<file path="config.mk">
export PLATFORM = sky130hd
export DESIGN_NAME = fetch_pc_unit
export DESIGN_NICKNAME = d
export VERILOG_FILES = /design/src/rtl/fetch_pc_unit.sv
export SDC_FILE = /design/constraint.sdc
export NUM_CORES = 1
export LEC_CHECK = 0
export CORE_UTILIZATION = 46
export CTS_BUF_LIST = sky130_fd_sc_hd__clkbuf_8
export CTS_CLUSTER_DIAMETER = 150
export DETAILED_ROUTE_END_ITERATION = 8
export GPL_ROUTABILITY_DRIVEN = 0
export PLACE_DENSITY = 0.83
export SLEW_MARGIN = 0
export SYNTH_ARGS = -nofsm -noshare
export SYNTH_HDL_FRONTEND = slang
export SYNTH_SLANG_ARGS = --single-unit
</file>
<file path="constraint.sdc">
create_clock -name clk -period 5.56 [get_ports clk]
set_input_delay 1.112 -clock clk [delete_from_list [all_inputs] [get_ports clk]]
set_output_delay 1.112 -clock clk [all_outputs]
set_load 0.02 [all_outputs]
</file>
<file path="src/rtl/fetch_pc_unit.sv">
// Fetch-stage program counter and F/D pipeline register for the five-stage MIPS pipeline.
// Selects PC+4 or the D-stage redirect target and launches the fetched word into D.
module fetch_pc_unit #(
  parameter logic [31:0] RESET_PC = 32'h0000_3000,
  parameter logic [31:0] IM_BASE  = 32'h0000_3000,
  parameter logic [31:0] IM_LIMIT = 32'h0000_6FFC
) (
  input  logic        clk,
  input  logic        reset,
  input  logic        stall,
  input  logic        D_flush,
  input  logic        redirect_en,
  input  logic [31:0] redirect_PC,
  output logic [31:0] i_inst_addr,
  input  logic [31:0] i_inst_rdata,
  output logic [31:0] F_PC,
  output logic        F_AdEL,
  output logic [31:0] D_PC,
  output logic [31:0] D_Instr,
  output logic        D_valid,
  output logic        D_AdEL,
  output logic [31:0] fetch_cnt
);

  logic [31:0] f_pc_q,      f_pc_d;
  logic [31:0] d_pc_q,      d_pc_d;
  logic [31:0] d_instr_q,   d_instr_d;
  logic        d_valid_q,   d_valid_d;
  logic        d_adel_q,    d_adel_d;
  logic [31:0] fetch_cnt_q, fetch_cnt_d;
  logic        f_adel;

  assign f_adel = (f_pc_q[1:0] != 2'b00) || (f_pc_q < IM_BASE) || (f_pc_q > IM_LIMIT);

  always_comb begin
    // NOTE: every next-state signal takes its hold value first so no path leaves it unassigned (no latch).
    f_pc_d      = f_pc_q;
    d_pc_d      = d_pc_q;
    d_instr_d   = d_instr_q;
    d_valid_d   = d_valid_q;
    d_adel_d    = d_adel_q;
    fetch_cnt_d = fetch_cnt_q;
    // A stall freezes everything: redirect operands are stale and a flush must not drop the held D instruction.
    if (!stall) begin
      f_pc_d = redirect_en ? redirect_PC : f_pc_q + 32'd4;
      d_pc_d = f_pc_q;
      if (D_flush) begin
        d_instr_d = '0;
        d_valid_d = 1'b0;
        d_adel_d  = 1'b0;
      end else begin
        // A bad fetch address still launches, as a nop tagged with the address error.
        d_instr_d   = f_adel ? '0 : i_inst_rdata;
        d_valid_d   = 1'b1;
        d_adel_d    = f_adel;
        fetch_cnt_d = fetch_cnt_q + 32'd1;
      end
    end
  end

  // NOTE: state registers use non-blocking assignments so every register samples pre-edge values.
  always_ff @(posedge clk or posedge reset) begin
    if (reset) begin
      f_pc_q      <= RESET_PC;
      d_pc_q      <= '0;
      d_instr_q   <= '0;
      d_valid_q   <= 1'b0;
      d_adel_q    <= 1'b0;
      fetch_cnt_q <= '0;
    end else begin
      f_pc_q      <= f_pc_d;
      d_pc_q      <= d_pc_d;
      d_instr_q   <= d_instr_d;
      d_valid_q   <= d_valid_d;
      d_adel_q    <= d_adel_d;
      fetch_cnt_q <= fetch_cnt_d;
    end
  end

  assign F_PC        = f_pc_q;
  assign i_inst_addr = f_pc_q;
  assign F_AdEL      = f_adel;
  assign D_PC        = d_pc_q;
  assign D_Instr     = d_instr_q;
  assign D_valid     = d_valid_q;
  assign D_AdEL      = d_adel_q;
  assign fetch_cnt   = fetch_cnt_q;

endmodule

</file>
; Word-level counts from Yosys, hierarchy flattened
; Index checks and enable logic that the tools add are counted.
[classes]
addsub = 2
reduce_logical = 4
n_mux = 5
n_bitwise = 2
order_cmp = 2
[op_table]
columns = cell, n
row1 = $mux W32, 3
row2 = $add A32 B1 Y32 const B, 1
row3 = $add A32 B3 Y32 const B, 1
row4 = $gt A32 B15 Y1 const B, 1
row5 = $lt A32 B14 Y1 const B, 1
row6 = $logic_or A1 B1 Y1, 2
row7 = $mux W1, 2
row8 = $not A1 Y1, 2
row9 = $reduce_and A2 Y1, 1
row10 = $reduce_bool A2 Y1, 1
[totals]
register_bits = 130
output_inout_bits = 163

; Longest topological paths before layout
[logic_depth]
word_depth = 5
mapped_depth = 8
mapped_depth_nobuf = 6

; Worst setup path before layout
; Ideal clock, no wire load.
[synth_path]
path_kind = input port to flip-flop
startpoint = in stall
endpoint = reg fetch_cnt_q[24] (netlist: fetch_cnt[24])
setup_ps = 129
path_slack_ps = 2928
stages = 5
arrival_time_ps = 2503
n_path_buf = 0
cell_sequence = or3b_4 nor4_4 and4_4 nand4_2 xnor2_1
[synth_via]
elab_chain_len = 2
[synth_rtl]
columns = item, line_no
row1 = start: declaration, 10  ; input logic stall,
row2 = $not A1 Y1 (no line), --
row3 = $reduce_and A2 Y1 (no line), --
row4 = end signal: assignment, 76  ; fetch_cnt_q <= fetch_cnt_d;
row5 = end: declaration, 30  ; logic [31:0] fetch_cnt_q, fetch_cnt_d;
; No other way between the ends.
; A chain may end at the register's enable or synchronous reset.

; Final worst setup path
[layout_path]
startpoint = reg f_pc_q[17] (netlist: F_PC[17])
endpoint = out F_AdEL
[layout_via]
elab_chain_len = 3
word_cells_on_any_way = 4
[layout_rtl]
columns = item, line_no
row1 = start: declaration, 25  ; logic [31:0] f_pc_q, f_pc_d;
row2 = start signal: assignment, 71  ; f_pc_q <= f_pc_d;
row3 = $lt A32 B14 Y1, 33  ; assign f_adel = (f_pc_q[1:0] != 2'b00) || (f_pc_q < IM_BASE) || (f_pc_q > IM_LIMIT);
row4 = $logic_or A1 B1 Y1, 33
row5 = $logic_or A1 B1 Y1 (*), 33
row6 = end: declaration, 17  ; output logic F_AdEL,
; Mark *: on every way between the ends. The rest lies on a longest branch, timed or not.

==> metrics.csv <==
metric,value,unit
cp_data_arrival_time,2510,ps
synth_compound_area_share,14.4,%
synth_simple_gate_area_share,14.0,%
drt_wl_total,16.1,mm
r2r-start,F_PC[17],
synth_fa_ha_area_share,0.414,%
chipWidth,117,um
drv_cap,0,
vdd_drop_max,0.000152,V
finalCoreUtilization,67.3,%
fin_crit,3620,ps
fin_tns_setup,0,ps
ctsHtreeMaxLevel,4,
nets,799,
ios,232,
avgRoutedWirePerCell,17.7,um
hp-class,reg -> reg,
max_stage_delay,580,ps
pre_cts_ws,2160,ps
synth.yosys.seq_area_share,53.9,%
design.core.area,0.0127,mm2
async_flop_share,100,%
fin_cells,911,
worst_setup_path_start_kind,flop,
grt_pass1_vias,5020,
grt_max_degree,105,
hold_end,D_valid,
yosysWarnings,0,
ys_types,54,
rsz0062_at_grt,false,
required,4450,ps
fp-row-count,41,
netlist_area,0.00604,mm2
reg2reg_slack,2820,ps
slew_headroom,21.4,%
slew_viol_final,0,
antenna_cells,0,
min_from,D_valid,
max_freq,0.276,GHz
overflow,0,
synth_edf_count,0,
die_area,0.0136,mm2
setup_viol,0,
ys.flop_type,dfrtp_1,
syn_area_per_cell,11.2,um2
holdPathStages,1,
cpMaxStageDelayCell,clkdlybuf4s50_1,
finalHoldViolations,0,
worstMarginPinSlew,1170,ps
synth_top_family_by_area,compound AO/OA/AOI/OAI gates,
io_buffers,231,
total_power,2.59,mW
syn_inst,538,
tritoncts,built,
numCtsBuffers,17,
drcViolationCount,0,
clock_latency,450,ps
cp_max_fo,9,
initial_core_util,47.5,%
reg2reg_depth,5,
finClkSkew,8.94,ps
ys_ff_latch,130,
drt_pre_antenna_iters,5,
drtAntennaViolNets,0,
drt-initial-drc-count,311,
worst_slack,1940,ps
cts_setup_buffers,0,
synthToLayoutAreaGrowth,41.7,%
r2r_end,D_Instr[25],
vias,5089,
drive_above_1_share,10.3,%
power.density,303,mW/mm2
clock_path_buffers,2,
ctsHoldBuffers,0,
crit_chain,"nor4_1, nand4_1, a2111o_1, clkdlybuf4s50_1",
yosys.area.top_type,dfrtp_1,
path_class,reg -> out,
period_share,65.1,%
grt_usage,24.5,%
status,"complete, no violations",
post_cts_resized,0,
via_per_inst,5.59,
clkTransAtPathRegs,70,ps
dp_cells,881,
dp_hpwl,11.3,mm
synth_top_area_share,53.0,%
cts-root-buf,clkbuf_8,
cts.sinks,130,
yosys.area_share.xor_xnor,4.49,%
chipHeight,117,um
leakage,3.62,nW
muxShareOfSynthArea,6.13,%
netlist_top_cells_area,"dfrtp_1 53%, mux2_2 6.0%, a22o_1 4.9%",
antenna_found_initial,0,
endpoint_kind,primary output,
synth_fp_nets,609,
grt_pass1_wl,25.1,mm
-- synthesized netlist by cell type (3+ instances only) --
cell and n:
a211oi_1 4, a21o_1 3, a21oi_1 16, a22o_1 34, a311oi_1 8, a31oi_1 4
a32oi_1 3, and2_1 3, and3_1 13, and4_1 8, buf_1 5, buf_2 3
buf_4 35, clkbuf_1 20, dfrtp_1 128, inv_1 7, mux2_2 32, nand2_1 33
nand3_1 23, nand4_1 9, nor2_1 30, nor3_1 12, nor3b_1 3, nor4_1 6
o21ai_0 17, o22a_1 5, o22ai_1 9, or3_1 3, xnor2_1 24, xor2_1 7
-- how the worst max path moves through the flow --
stage | cells past startpoint | slack, ps | start | to
2_1_floorplan | 1 | 980 | reset | D_AdEL
3_3_place_gp | 7 | 2260 | redirect_en | F_PC[28]
3_5_place_dp | 7 | 2160 | redirect_en | F_PC[30]
4_1_cts | 4 | 1910 | F_PC[16] | F_AdEL
5_1_grt | 4 | 1820 | F_PC[26] | F_AdEL
6_report | 4 | 1940 | F_PC[17] | F_AdEL
-- cell usage in the layout, fill, tap and decap left out, types with 2 or more instances in the layout --
master / Yosys / routed
a311oi_1: 8 / 8
a22oi_1: 2 / 2
a21oi_1: 16 / 16
a21o_1: 3 / 3
a2bb2oi_1: 2 / 2
buf_4: 35 / 4
o22a_1: 5 / 5
inv_1: 7 / 10
a22o_1: 34 / 34
nand4_1: 9 / 9
and4_1: 8 / 8
nor3_1: 12 / 12
a32oi_1: 3 / 3
mux2_2: 32 / 32
xnor2_1: 24 / 24
and3_1: 13 / 13
dfstp_2: 2 / 2
o21ai_0: 17 / 17
a31o_2: 2 / 2
nor4_1: 6 / 6
nand2_1: 33 / 33
nor2_1: 30 / 30
o22ai_1: 9 / 9
a211oi_1: 4 / 4
a31oi_1: 4 / 4
dfrtp_1: 128 / 128
clkbuf_8: 0 / 19
and2_1: 3 / 3
nor3_4: 2 / 2
xor2_1: 7 / 7
nor3b_1: 3 / 3
nor4_4: 2 / 2
nand3_1: 23 / 23
ha_1: 2 / 2
clkinv_2: 0 / 6
or3_1: 3 / 3
clkdlybuf4s50_1: 0 / 230
-- cell type report --
class	count	area, um2
Timing Repair Buffer	234	2330
Clock buffer	19	262
Sequential cell	130	3260
Multi-Input combinational cell	337	2380
Fill cell	1016	4160
Clock inverter	11	75.1
Tap cell	172	215
Inverter	8	35.0
-- flip-flops by register name (all words and copies together) (netlist names) --
signal and flops:
D_Instr 32, D_AdEL 1, F_PC 32, D_PC 32, D_valid 1, fetch_cnt 32
-- metal layers --
metal  up-vias  routed length (um)  track usage [%]
met2       252                7740             39.4
met4         0                 488             12.7
li1       2332                   -                -
met3        46                1460             7.89
met1      2459                6450             29.6
met5         -                   0            0.370
-- stage by stage --
step	area, um2	hold WS (ps)
2_1_floorplan	6040	572
3_3_place_gp	8220	465
3_5_place_dp	8220	472
4_1_cts	8560	488
5_1_grt	8560	512
6_report	8560	483
-- power breakdown --
part           total [mW]  leakage [nW]  switching, mW  internal (mW)
registers            1.18          1.65          0.130           1.05
clock network       0.701         0.196          0.342          0.359
logic               0.714          1.77          0.351          0.363
total                2.59          3.62          0.823           1.77
-- cells by family (layout without fill, tap and decap cells) --
logic type / count (synthesis) / after routing
flip-flops: 130 / 130
buffers and inverters: 71 / 272
multiplexers: 33 / 33
XOR/XNOR: 31 / 31
adder cells (fa/ha/maj): 2 / 2
AO/OA/AOI/OAI: 118 / 118
AND/OR/NAND/NOR: 153 / 153
-- worst max-delay path: cells and delay by family, from the launching register on --
| family | cells | cell delay [ps] |
|---|---|---|
| DFF | 1 | 510 |
| AOI/OAI and AO/OA | 1 | 470 |
| and+or+nand+nor | 2 | 500 |
| buffers and inverters | 1 | 580 |
Power figures use the tool's default switching activity.
==> RTL change 1 (same flow settings) <==
`d_instr_q` no longer has a reset.
--- a/src/rtl/fetch_pc_unit.sv
+++ b/src/rtl/fetch_pc_unit.sv
@@ -63,18 +63,20 @@
     if (reset) begin
       f_pc_q      <= RESET_PC;
       d_pc_q      <= '0;
-      d_instr_q   <= '0;
       d_valid_q   <= 1'b0;
       d_adel_q    <= 1'b0;
       fetch_cnt_q <= '0;
     end else begin
       f_pc_q      <= f_pc_d;
       d_pc_q      <= d_pc_d;
-      d_instr_q   <= d_instr_d;
       d_valid_q   <= d_valid_d;
       d_adel_q    <= d_adel_d;
       fetch_cnt_q <= fetch_cnt_d;
     end
+  end
+
+  always_ff @(posedge clk) begin
+    d_instr_q <= d_instr_d;
   end
 
   assign F_PC        = f_pc_q;
Formal check against the unedited RTL: not equivalent (a bounded check fails within 4 cycles, from zero or initial values and one cycle with reset high).
==> RTL change 1 against the original RTL <==
Cell count increased by 3.4%. Core utilization decreased by 0.81 points. Synthesized cell count increased by 3.7%. Critical path type unchanged. Maximum frequency increased by 8.5%. Sequential cell count unchanged. Final area increased by 2.8%. Critical path depth unchanged. Highest routed layer unchanged. Wire length increased by 3.0%. Power increased by 6.4%. Largest cell class unchanged. Non-clock buffer count increased by 2. Area after synthesis increased by 3.1%. Worst setup slack improved by 280 ps.
==> RTL change 1: results (changes against the original RTL) <==
| Metric | Value |
|---|---|
| Status | finished clean |
| Setup Slack @ Placement | 2138 ps (-19.98 ps) |
| RR Startpoint | F_PC[3] |
| Mux contribution to synthesized area | 5.382% (-0.75 points) |
| Relative slew slack | 42.24% (+21 points) |
| Layout Skew | 9.278 ps (+0.3329 ps) |
| Reg-to-reg setup timing slack | 3290 ps (+470 ps) |
| Met3 GRT Util | 7.239% (-0.65 points) |
| Total GRT Usage | 24.96% (+0.41 points) |
| Met3 wire length | 1.437 mm (-1.6%) |
| Nets | 824 (+3.1%) |
| VDD IR max | 230.1 uV (+52%) |
| Asr flop ratio synth | 75.38% (-25 points) |
| Register area | 3416 sq um (+4.9%) |
| Critical Path Max Stage Delay | 610 ps (+30 ps) |
| Fmax | 0.2997 GHz (+8.5%) |
| Met1 Use GR | 30.26% (+0.68 points) |
| Lkg Pwr | 0.003508 uW (-3.1%) |
| Hpwl dp | 11.79 mm (+3.9%) |
| Drt wl/cell | 17.65 um (-0.38%) |
| Critical path startpoint | F_PC[21] |
| Synth Area in XOR/XNOR | 4.639% (+0.14 points) |
| Clock network fraction of design power | 29.4% (+2.3 points) |
| Largest net degree at the start of global routing | 75 (-29%) |
| Worst r2r path cells | 6 (+1) |
| Comb power | 725 uW (+2%) |
| Clock Buffer Count | 20 (+1) |
## RTL change 1: cell count changes after synthesis, moves of 9 or more
cell      delta
a22o_1      -32
dfrtp_1     -32
nand2_1     +14
o21ai_0      +9
and2_1      +32
nand4_1     +12
edfxtp_1    +32
nor2_1       -9
## RTL change 1: through the flow
| step | util (%) | instance area, sq um | cells | total power, uW | hold WS [ps] |
|---|---|---|---|---|---|
| after global placement | 63.40 | 8396 | 910 | 1945 | 462.5 |
| after global routing | 66.47 | 8802 | 942 | 2874 | 503.5 |
| after CTS | 66.47 | 8802 | 942 | 2781 | 491.8 |
| after floorplan | - | 6231 | 558 | 1610 | 558.1 |
| after detailed placement | 63.40 | 8396 | 910 | 1964 | 473.2 |
| final | 66.47 | 8802 | 942 | 2758 | 490.2 |
## RTL change 1: tightest hold or removal path, cell delays in order (launching register included)
cell and delay [ps]:
dfrtp_1 350, nand2_1 50, o21ai_0 60
==> RTL change 2 (config.mk and constraints unchanged) <==
Without the edit above. The parameter `IM_LIMIT` goes from 32'h0000_6FFC to 32'h000053FD.
--- a/src/rtl/fetch_pc_unit.sv
+++ b/src/rtl/fetch_pc_unit.sv
@@ -3,7 +3,7 @@
 module fetch_pc_unit #(
   parameter logic [31:0] RESET_PC = 32'h0000_3000,
   parameter logic [31:0] IM_BASE  = 32'h0000_3000,
-  parameter logic [31:0] IM_LIMIT = 32'h0000_6FFC
+  parameter logic [31:0] IM_LIMIT = 32'h000053FD
 ) (
   input  logic        clk,
   input  logic        reset,
Function: changed (a bounded check fails within 4 cycles, from zero or initial values and one cycle with reset high).
==> RTL change 2 against the original RTL <==
Final area rose by 0.92%. Power increased by 6.2%. Wire length increased by 1.2%. Count of clock-buffer cells in the layout down 1. Register-to-register slack got worse by 310 ps. Area after synthesis down 0.70%. Sequential cell count is the same. Worst setup slack lost 210 ps. Clock skew grew 2.7 ps. Critical path type unchanged. Critical endpoint unchanged. Largest cell class unchanged. Largest power group unchanged. Highest routed layer unchanged.
==> RTL change 2: results (changes against the original RTL) <==
| Metric | Value |
|---|---|
| Status | finished clean |
| Area contributors post-synth | dfrtp_1 53%, mux2_2 5.8%, a22o_1 4.8%, buf_4 4.0%, xnor2_1 3.9% |
| Non-filler cells, final | 920 (+0.99%) |
| Vias in the first global route | 4867 (-3.0%) |
| Routed vias | 5113 (+0.47%) |
| Synth cell types | 58 (+7.4%) |
| Lkg Pwr | 0.003531 uW (-2.5%) |
| Final wirelength | 16.34 mm (+1.2%) |
| Sequential cell area fraction in the yosys report | 54.26% (+0.38 points) |
| Area of the multi-input gates | 2375 sq um (-0.42%) |
| Non-CTS buffers | 235 (+0.43%) |
| Non-clk buf share | 27.09% (-0.16 points) |
| Seq/total area | 37.69% (-0.35 points) |
| DRT iter0 DRCs | 283 (-9.0%) |
| Critical Path Max Stage Delay | 670 ps (+90 ps) |
| Placed Instances | 888 (+0.79%) |
| Layout cells sized above 1 | 10.70% (+0.41 points) |
| Relative slew slack | 16.48% (-4.9 points) |
| Worst reg2reg path endpoint | D_Instr[0] |
| CP top delay family | simple AND/OR/NAND/NOR gates |
| Hpwl dp | 11.35 mm (about the same) |
| Met1 Use GR | 31.42% (+1.8 points) |
| RR Startpoint | F_PC[26] |
| Synth cell count leaders | 128 x dfrtp_1, 41 x nand2_1, 33 x a22o_1 |
| Met3 GRT Util | 7.577% (-0.31 points) |
| Synth Area in Compound Gates | 12.64% (-1.8 points) |
| Mean Syn Cell Area | 11.11 sq um (-1.1%) |
| Synth Net Count | 611 (+0.33%) |
| Clock Buffer Count | 18 (-1) |
| Multi-Input Combinational | 344 (+2.1%) |
| Reg-to-reg setup timing slack | 2510 ps (-310 ps) |
| Synth Area in XOR/XNOR | 4.526% (+0.032 points) |
| Met2 Wirelength | 7.833 mm (+1.2%) |
| Nets | 806 (+0.88%) |
| Worst Hold Slack | 492.6 ps (+9.672 ps) |
| Clk cell area share | 4.910% (+0.98 points) |
| Layout Skew | 11.69 ps (+2.740 ps) |
| CP endpoint | F_AdEL |
| Synth Area in Adders | 0.4171% (+0.0029 points) |
| First-pass GRT wire length | 25.56 mm (+2.0%) |
| M2 GR Usage | 39.88% (+0.43 points) |
| Mux contribution to synthesized area | 6.319% (+0.19 points) |
| VDD IR max | 200.6 uV (+32%) |
-- RTL change 2: changes by cell type in the layout (fill, tap and decap cells not counted), moves of 5 or more --
cell	unedited run	this run
nand2_1	33	41
inv_1	10	5
clkinv_2	6	1
and3_1	13	4
clkinvlp_4	0	5
nand4_1	9	19
nor4_1	6	11
-- RTL change 2: metrics by stage --
| step | util, % | setup WS, ps | power [uW] | area, sq um |
|---|---|---|---|---|
| after global placement | 64.83 | 1964 | 1885 | 8214 |
| final | 68.17 | 1734 | 2753 | 8638 |
| after detailed placement | 64.83 | 1857 | 1904 | 8214 |
| after global routing | 68.17 | 1557 | 2878 | 8638 |
| after floorplan | - | 982.0 | 1561 | 6000 |
| after CTS | 68.17 | 1722 | 2769 | 8638 |
-- RTL change 2: where the power goes --
group,total (uW),internal [uW],leakage (uW),switching [uW]
sequential,1180,1040,0.00166,140
combinational,702,359,0.00167,343
clock,866,460,0.000199,405
